===== src/rtl/reg_wb_scoreboard.sv =====
// Register writeback tracker: carries accepted writes through a WB_LAT-deep pipeline,
// drives one-hot register-file write enables at writeback and flags RAW hazards at issue.
module reg_wb_scoreboard #(
    parameter int NUM_REGS = 4,
    parameter int ADDR_W   = 2,
    parameter int WB_LAT   = 2,
    parameter bit ZERO_RO  = 1'b0
) (
    input  logic                clk,
    input  logic                rst_n,
    input  logic                issue_valid,
    input  logic [ADDR_W-1:0]   rd,
    input  logic                bne,
    input  logic                empty_inst,
    input  logic [ADDR_W-1:0]   rs1,
    input  logic                rs1_used,
    input  logic [ADDR_W-1:0]   rs2,
    input  logic                rs2_used,
    input  logic                flush,
    output logic                stall,
    output logic [NUM_REGS-1:0] reg_en,
    output logic                wb_valid,
    output logic [ADDR_W-1:0]   wb_rd,
    output logic [NUM_REGS-1:0] busy
);

    // At most WB_LAT writes can be in flight, so the counter needs to hold WB_LAT.
    localparam int CNT_W = $clog2(WB_LAT + 1);

    logic [WB_LAT-1:0] r_stg_valid;
    logic [ADDR_W-1:0] r_stg_rd [WB_LAT];
    logic [CNT_W-1:0]  r_count  [NUM_REGS];

    logic                w_write;
    logic                w_rd_hardwired;
    logic                w_rs1_hit;
    logic                w_rs2_hit;
    logic                w_stall;
    logic                w_accept;
    logic                w_enter;
    logic                w_wb_valid;
    logic [ADDR_W-1:0]   w_wb_rd;
    logic [NUM_REGS-1:0] w_busy;
    logic [NUM_REGS-1:0] w_inc;
    logic [NUM_REGS-1:0] w_dec;

    assign w_write        = issue_valid & ~bne & ~empty_inst;
    assign w_rd_hardwired = ZERO_RO && (rd == '0);

    // No bypass: a register committing this cycle still reads as busy.
    assign w_rs1_hit = rs1_used & w_busy[rs1] & ~(ZERO_RO && (rs1 == '0));
    assign w_rs2_hit = rs2_used & w_busy[rs2] & ~(ZERO_RO && (rs2 == '0));
    assign w_stall   = w_rs1_hit | w_rs2_hit;

    // Writes to a hard-wired zero register are accepted but travel as bubbles.
    assign w_accept = w_write & ~w_stall & ~flush;
    assign w_enter  = w_accept & ~w_rd_hardwired;

    always_ff @(posedge clk or negedge rst_n) begin
        if (!rst_n) begin
            r_stg_valid <= '0;
            for (int s = 0; s < WB_LAT; s++) begin
                r_stg_rd[s] <= '0;
            end
        end else begin
            r_stg_valid[0] <= w_enter;
            r_stg_rd[0]    <= rd;
            for (int s = 1; s < WB_LAT; s++) begin
                r_stg_valid[s] <= r_stg_valid[s-1] & ~flush;
                r_stg_rd[s]    <= r_stg_rd[s-1];
            end
        end
    end

    assign w_wb_valid = r_stg_valid[WB_LAT-1];
    assign w_wb_rd    = w_wb_valid ? r_stg_rd[WB_LAT-1] : '0;

    always_comb begin
        w_inc = '0;
        w_dec = '0;
        for (int i = 0; i < NUM_REGS; i++) begin
            w_inc[i] = w_enter    && (rd      == ADDR_W'(i));
            w_dec[i] = w_wb_valid && (w_wb_rd == ADDR_W'(i));
        end
    end

    // Flush empties every stage but the committing one, so all counts return to zero.
    always_ff @(posedge clk or negedge rst_n) begin
        if (!rst_n) begin
            for (int i = 0; i < NUM_REGS; i++) begin
                r_count[i] <= '0;
            end
        end else if (flush) begin
            for (int i = 0; i < NUM_REGS; i++) begin
                r_count[i] <= '0;
            end
        end else begin
            for (int i = 0; i < NUM_REGS; i++) begin
                case ({w_inc[i], w_dec[i]})
                    2'b10:   r_count[i] <= r_count[i] + CNT_W'(1);
                    2'b01:   r_count[i] <= r_count[i] - CNT_W'(1);
                    default: r_count[i] <= r_count[i];
                endcase
            end
        end
    end

    always_comb begin
        w_busy = '0;
        for (int i = 0; i < NUM_REGS; i++) begin
            w_busy[i] = (r_count[i] != '0);
        end
    end

    assign stall    = w_stall;
    assign busy     = w_busy;
    assign wb_valid = w_wb_valid;
    assign wb_rd    = w_wb_rd;
    assign reg_en   = w_wb_valid ? (NUM_REGS'(1) << w_wb_rd) : '0;

endmodule


===== config.mk =====
export PLATFORM = sky130hd
export DESIGN_NAME = reg_wb_scoreboard
export DESIGN_NICKNAME = d
export VERILOG_FILES = /design/src/rtl/reg_wb_scoreboard.sv
export SDC_FILE = /design/constraint.sdc
export NUM_CORES = 1
export LEC_CHECK = 0
export BUFFER_PORTS_ARGS = -buffer_cell sky130_fd_sc_hd__buf_2
export CAP_MARGIN = 20
export CORE_MARGIN = 10
export CORE_UTILIZATION = 49
export CTS_CLUSTER_DIAMETER = 60
export DETAILED_ROUTE_END_ITERATION = 12
export PLACE_DENSITY = 0.77
export SLEW_MARGIN = 0
export SYNTH_ARGS = -nofsm -noshare
export SYNTH_HDL_FRONTEND = slang
export SYNTH_SLANG_ARGS = --single-unit

===== constraint.sdc =====
create_clock -name clk -period 3.4 [get_ports clk]
set_clock_uncertainty 0.15 [all_clocks]
set_input_delay 0.34 -clock clk [delete_from_list [all_inputs] [get_ports clk]]
set_output_delay 0.34 -clock clk [all_outputs]
set_load 0.02 [all_outputs]

# --- Yosys cells after proc, flatten, opt, wreduce, memory -nomap -nowiden ---
# Cells that the tools add are included.
# W data, S select, Z words.
totals:
  input_bits: 14
  out_inout_bits: 12
  register_bits: 14
classes:
  n_lt_le_gt_ge: 2
  mux: 11
  eq_ne: 14
  n_shift: 1
  n_addsub: 8
  bitwise_logic: 12
  reduce_logical: 18
op_table:
  columns: ["operator", "n"]
  rows:
  - ["$eq A2 B2 Y1 const B", 8]
  - ["$pmux W2 S2", 4]
  - ["$eq A2 B1 Y1 const B", 6]
  - ["$reduce_bool A3 Y1", 4]
  - ["$add A2 B1 Y2 const B", 4]
  - ["$logic_and A1 B1 Y1", 8]
  - ["$mux W8", 1]
  - ["$reduce_bool A2 Y1", 4]
  - ["$sub A2 B1 Y2 const B", 4]
  - ["$and A1 B1 Y1", 7]
  - ["$lt A2 B3 Y1 const B", 2]
  - ["$bmux W1 S2", 2]
  - ["$logic_not A2 Y1", 2]
  - ["$mux W4", 1]
  - ["$not A1 Y1", 4]
  - ["$shl A1 B2 Y4 const A", 1]
  - ["$mux W1", 2]
  - ["$mux W2", 1]
  - ["$or A1 B1 Y1", 1]

# --- Logic depth before layout (Yosys ltp) ---
depth:
  depth_word: 12
  depth_mapped: 6
  ltp_nobuf: 6

# --- Worst setup path after synthesis ---
# No wires, ideal clock.
synth_path:
  path_type: "register to register"
  startpoint: "register r_count[7] (netlist name)"
  endpoint: "register r_count[3] (netlist name)"
  required_time_ps: 3122
  stages_incl_launch_ff: 7
  path_buffers: 0
  arrival_ps: 2217
  path_slack_ps: 906
  setup_time_ps: 128
  synth_period_minus_slack_ps: 2494
  path_cell_list: "dfrtp_1 > or2_2 > o311a_1 > a32o_2 > nor4b_4 > mux2i_1 > mux2_1"
synth_via:
  elab_chain_cells: 12
synth_rtl:
  columns: ["element", "line", "text"]
  rows:
  - ["start, declared", "32", "logic [CNT_W-1:0] r_count [NUM_REGS];"]
  - ["start signal, assigned by index", "100", "2'b10: r_count[i] <= r_count[i] + CNT_W'(1);"]
  - ["start signal, assigned by index", "101", "2'b01: r_count[i] <= r_count[i] - CNT_W'(1);"]
  - ["start signal, assigned by index", "102", "default: r_count[i] <= r_count[i];"]
  - ["$reduce_bool A2 Y1 (*)", "111", "w_busy[i] = (r_count[i] != '0);"]
  - ["named net busy[0]", "24", "output logic [NUM_REGS-1:0] busy"]
  - ["$bmux W1 S2 (on tied branches)", "51, 52", null]
  - ["$mux W1 (on tied branches)", "51, 52", null]
  - ["$and A1 B1 Y1 (on tied branches)", "51, 52", null]
  - ["$or A1 B1 Y1 (*)", "53", "assign w_stall = w_rs1_hit | w_rs2_hit;"]
  - ["named net stall", "20", "output logic stall,"]
  - ["$not A1 Y1 (*)", "56", "assign w_accept = w_write & ~w_stall & ~flush;"]
  - ["$and A1 B1 Y1 (*) (2 in series)", "56", null]
  - ["$logic_and A1 B1 Y1 (*)", "82", "w_inc[i] = w_enter && (rd == ADDR_W'(i));"]
  - ["$eq A2 B1 Y1 or $eq A2 B2 Y1 (tied branches)", "99", "case ({w_inc[i], w_dec[i]})"]
  - ["$pmux W2 S2", "99", null]
  - ["$mux W8", "93", "end else if (flush) begin"]
# Mark *: on every way through the listed nets, which the timed path passes. The rest lies on a longest branch. The select of a mux whose other input is x is not followed.
# A chain may end at the register's enable or synchronous reset.

# --- Worst setup path after layout ---
layout_path:
  startpoint: "register r_count[3] (netlist name)"
  endpoint: "register r_count[7] (netlist name)"
layout_via:
  elab_chain_cells: 12
layout_rtl:
  columns: ["element", "line"]
  rows:
  - ["$reduce_bool A2 Y1 (*)", "111"]
  - ["$bmux W1 S2 (on tied branches)", "51, 52"]
  - ["$mux W1 (on tied branches)", "51, 52"]
  - ["$and A1 B1 Y1 (on tied branches)", "51, 52"]
  - ["$or A1 B1 Y1 (*)", "53"]
  - ["$not A1 Y1 (*)", "56"]
  - ["$and A1 B1 Y1 (*) (2 in series)", "56"]
  - ["$logic_and A1 B1 Y1 (*)", "82"]
  - ["$eq A2 B1 Y1 or $eq A2 B2 Y1 (tied branches)", "99"]
  - ["$pmux W2 S2", "99"]
  - ["$mux W8", "93"]
# Mark *: on every way between the ends. The rest lies on a longest branch, timed or not. The select of a mux whose other input is x is not followed.

==> qor.yml <==
r2r_end: "r_count[7]$_DFFE_PN0P_"
portBuffers: 25
clock_path_buffers: 2
p_leak_nw: 0.565
fp.dieW_um: 61.8
synth.distinct_cells: 27
rsz0062_at_grt: "false"
viasPerCell: 5.16
io_pins: 26
num_rows: 15
syn2layout_area_growth_pct: 22.0
crit_type: "flop to flop"
synth_largest_area_cell: "dfrtp_1"
timing.final.crit_share_pct: 76.1
ys_warn_count: 0
path_cells: "or4b_1, o311a_1, a32o_2, nor4_4, mux2i_1, mux2_1"
status: "complete, no violations"
ant_nets: 0
final_cell_mix: "25 x buf_2, 14 x dfrtp_1, 13 x nor2_1, 8 x nor2b_1, 7 x or2_2"
slew_violations: 0
ys_seq_area_share_pct: 40.9
drive_above_1_share_pct: 37.7
ys_top_cells_by_area: "dfrtp_1 41%, nor2b_1 5.8%, nor2_1 5.7%"
setup_viol: 0
synthAdderAreaFrac_pct: 0
fill_cells: 153
antenna_found_initial: 0
grt_pass1_wl_um: 3110
stdcell_area_sq_um: 1050
synth.top_cell.area_share_pct: 40.9
fin_crit_ps: 2590
cts_buffers: 3
reg2reg_slack_ps: 810
cts_setup_buffers: 0
min_to: "r_stg_rd[2]$_DFF_PN0_"
crit_fanout: 6
clock.fmax_mhz: 386
slew_headroom_pct: 74.4
synth_top_family_by_area: "simple AND/OR/NAND/NOR gates"
cp.arrival_ps: 2600
core-area_sq_um: 1690
tightest_slew_ps: 383
wl_met2_um: 814
route.met3.wl_um: 130
wl_per_cell_um: 14.1
clk_pin_slew_ps: 80
initial_core_util_pct: 50.7
max_stage_delay_ps: 530
synth_area_sq_um: 857
dieArea_sq_um: 3820
start_kind: "flop"
cts_root_buffer: "clkbuf_4"
finalHoldViolations: 0
grt_overflow: 0
clk_latency_ps: 280
ir_drop_uv: 221
first_global_vias: 680
highest_layer: "met4"
required_ps: 3420
cts_tree: "done"
mostFrequentLayoutCell: "buf_2"
hold_path.class: "input pin to flop"
worst-path-buf-inv: 0
cts.sinks: 14
worstRegToRegCells: 6
place_congestion: 0.748
htreeDepth: 1
wl_met1_um: 865
synthCells: 85
worstHoldPathCells: 1
avgSynthCellArea_sq_um: 10.1
drcViolationCount: 0
antennaDiodeCount: 0
finalNetCount: 129
power_density_nw_per_um2: 324
p_total_uw: 339
crit_cells: 6
reg2reg_from: "r_count[3]$_DFFE_PN0P_"
synth.mux.area_fraction_pct: 9.93
grt_max_degree: 15
synth-simple-area-share_pct: 37.8
min_from: "rd[0]"
dr.pass1.iters: 4
synth-seq-cells: 14
slowest_stage: "or4b_1"
critPathCaptureType: "flop"
finalSetupTns_ps: 0
num_vias: 676
cap_viol_max_count: 0
drt_iter0_markers: 11
grtUsageTotal_pct: 11.1
cpLargestDelayFamily: "simple AND/OR/NAND/NOR gates"
hpwlAfterDp_um: 1520
synth-compound-area-share_pct: 4.67
syn_nets: 99
place_area_sq_um: 1000
die_y_um: 61.8
wirelength_um: 1850
synth_xor_area_share_pct: 4.09
==> through the flow <==
| step | worst slack [ps] | utilization, % | cells | hold slack (ps) |
|---|---|---|---|---|
| floorplan | 906 | - | 85 | -106 |
| global placement | 879 | 59.2 | 126 | 103 |
| detailed placement | 817 | 59.2 | 126 | 110 |
| CTS | 794 | 61.9 | 131 | 103 |
| global route | 709 | 61.9 | 131 | 89.3 |
| finish | 811 | 61.9 | 131 | 105 |
==> kinds of logic (layout without fill, tap and decap cells) <==
kind of cell,count (synthesis),in the layout
DFF,14,14
xor gates and xnor gates,4,4
and+or+nand+nor,48,48
AOI/OAI and AO/OA,5,5
muxes,8,8
buffers and inverters,6,35
==> worst register-to-register path: cells and delay by family (launching register included) <==
| kind | cells | cell delay, ps |
|---|---|---|
| AND/OR/NAND/NOR | 2 | 850 |
| multiplexers | 2 | 600 |
| AO/OA/AOI/OAI | 2 | 450 |
| flip-flops | 1 | 430 |
==> metal layers <==
| layer | vias to the layer above | GRT usage [%] |
|---|---|---|
| met4 | 0 | 5.73 |
| met3 | 5 | 3.46 |
| met1 | 302 | 13.5 |
| li1 | 347 | - |
| met5 | - | 0 |
| met2 | 22 | 17.1 |
==> timing repair <==
item	CTS	global route
gates resized for setup	0	0
endpoints found under the hold margin	14	0
hold buffers	1	0
==> cell usage after synthesis, drive strengths merged <==
library cell / number
nand2: 2
a31oi: 1
o311a: 1
nor3: 4
mux2: 4
nor4b: 2
xnor2: 4
o21bai: 1
nor2: 13
or4b: 2
dfrtp: 14
nand3: 1
clkbuf: 1
nand3b: 1
and2: 3
a32o: 1
nor3b: 3
nor2b: 8
or2: 7
inv: 5
nor4: 2
mux2i: 4
o21ai: 1
==> worst max-delay path by stage <==
stage	startpoint	endpoint	slack [ps]
2_1_floorplan	r_count[7]$_DFFE_PN0P_	r_count[3]$_DFFE_PN0P_	910
3_3_place_gp	r_count[3]$_DFFE_PN0P_	r_count[5]$_DFFE_PN0P_	880
3_5_place_dp	r_count[3]$_DFFE_PN0P_	r_count[5]$_DFFE_PN0P_	820
4_1_cts	r_count[3]$_DFFE_PN0P_	r_count[7]$_DFFE_PN0P_	790
5_1_grt	r_count[3]$_DFFE_PN0P_	r_count[7]$_DFFE_PN0P_	710
6_report	r_count[3]$_DFFE_PN0P_	r_count[7]$_DFFE_PN0P_	810
==> power by group <==
part           switching (mW)  internal [mW]  leakage (nW)
Clock                  0.0550         0.0652        0.0210
Combinational          0.0267         0.0187         0.358
Sequential            0.00300          0.170         0.186
Total                  0.0847          0.254         0.565
==> state kept, by name, indices dropped and copies added (netlist names) <==
register,cells
r_count,8
r_stg_rd,4
r_stg_valid,2
==> layout make-up <==
cell class / count / area (sq um) / area share, %
multi-input combinational: 65 / 484 / 46.3
sequential: 14 / 350 / 33.5
timing repair buffer: 26 / 135 / 12.9
clock buffer: 4 / 36.3 / 3.47
tap: 17 / 21.3 / 2.03
inverter: 5 / 18.8 / 1.79
(Power assumes the default switching activity.)
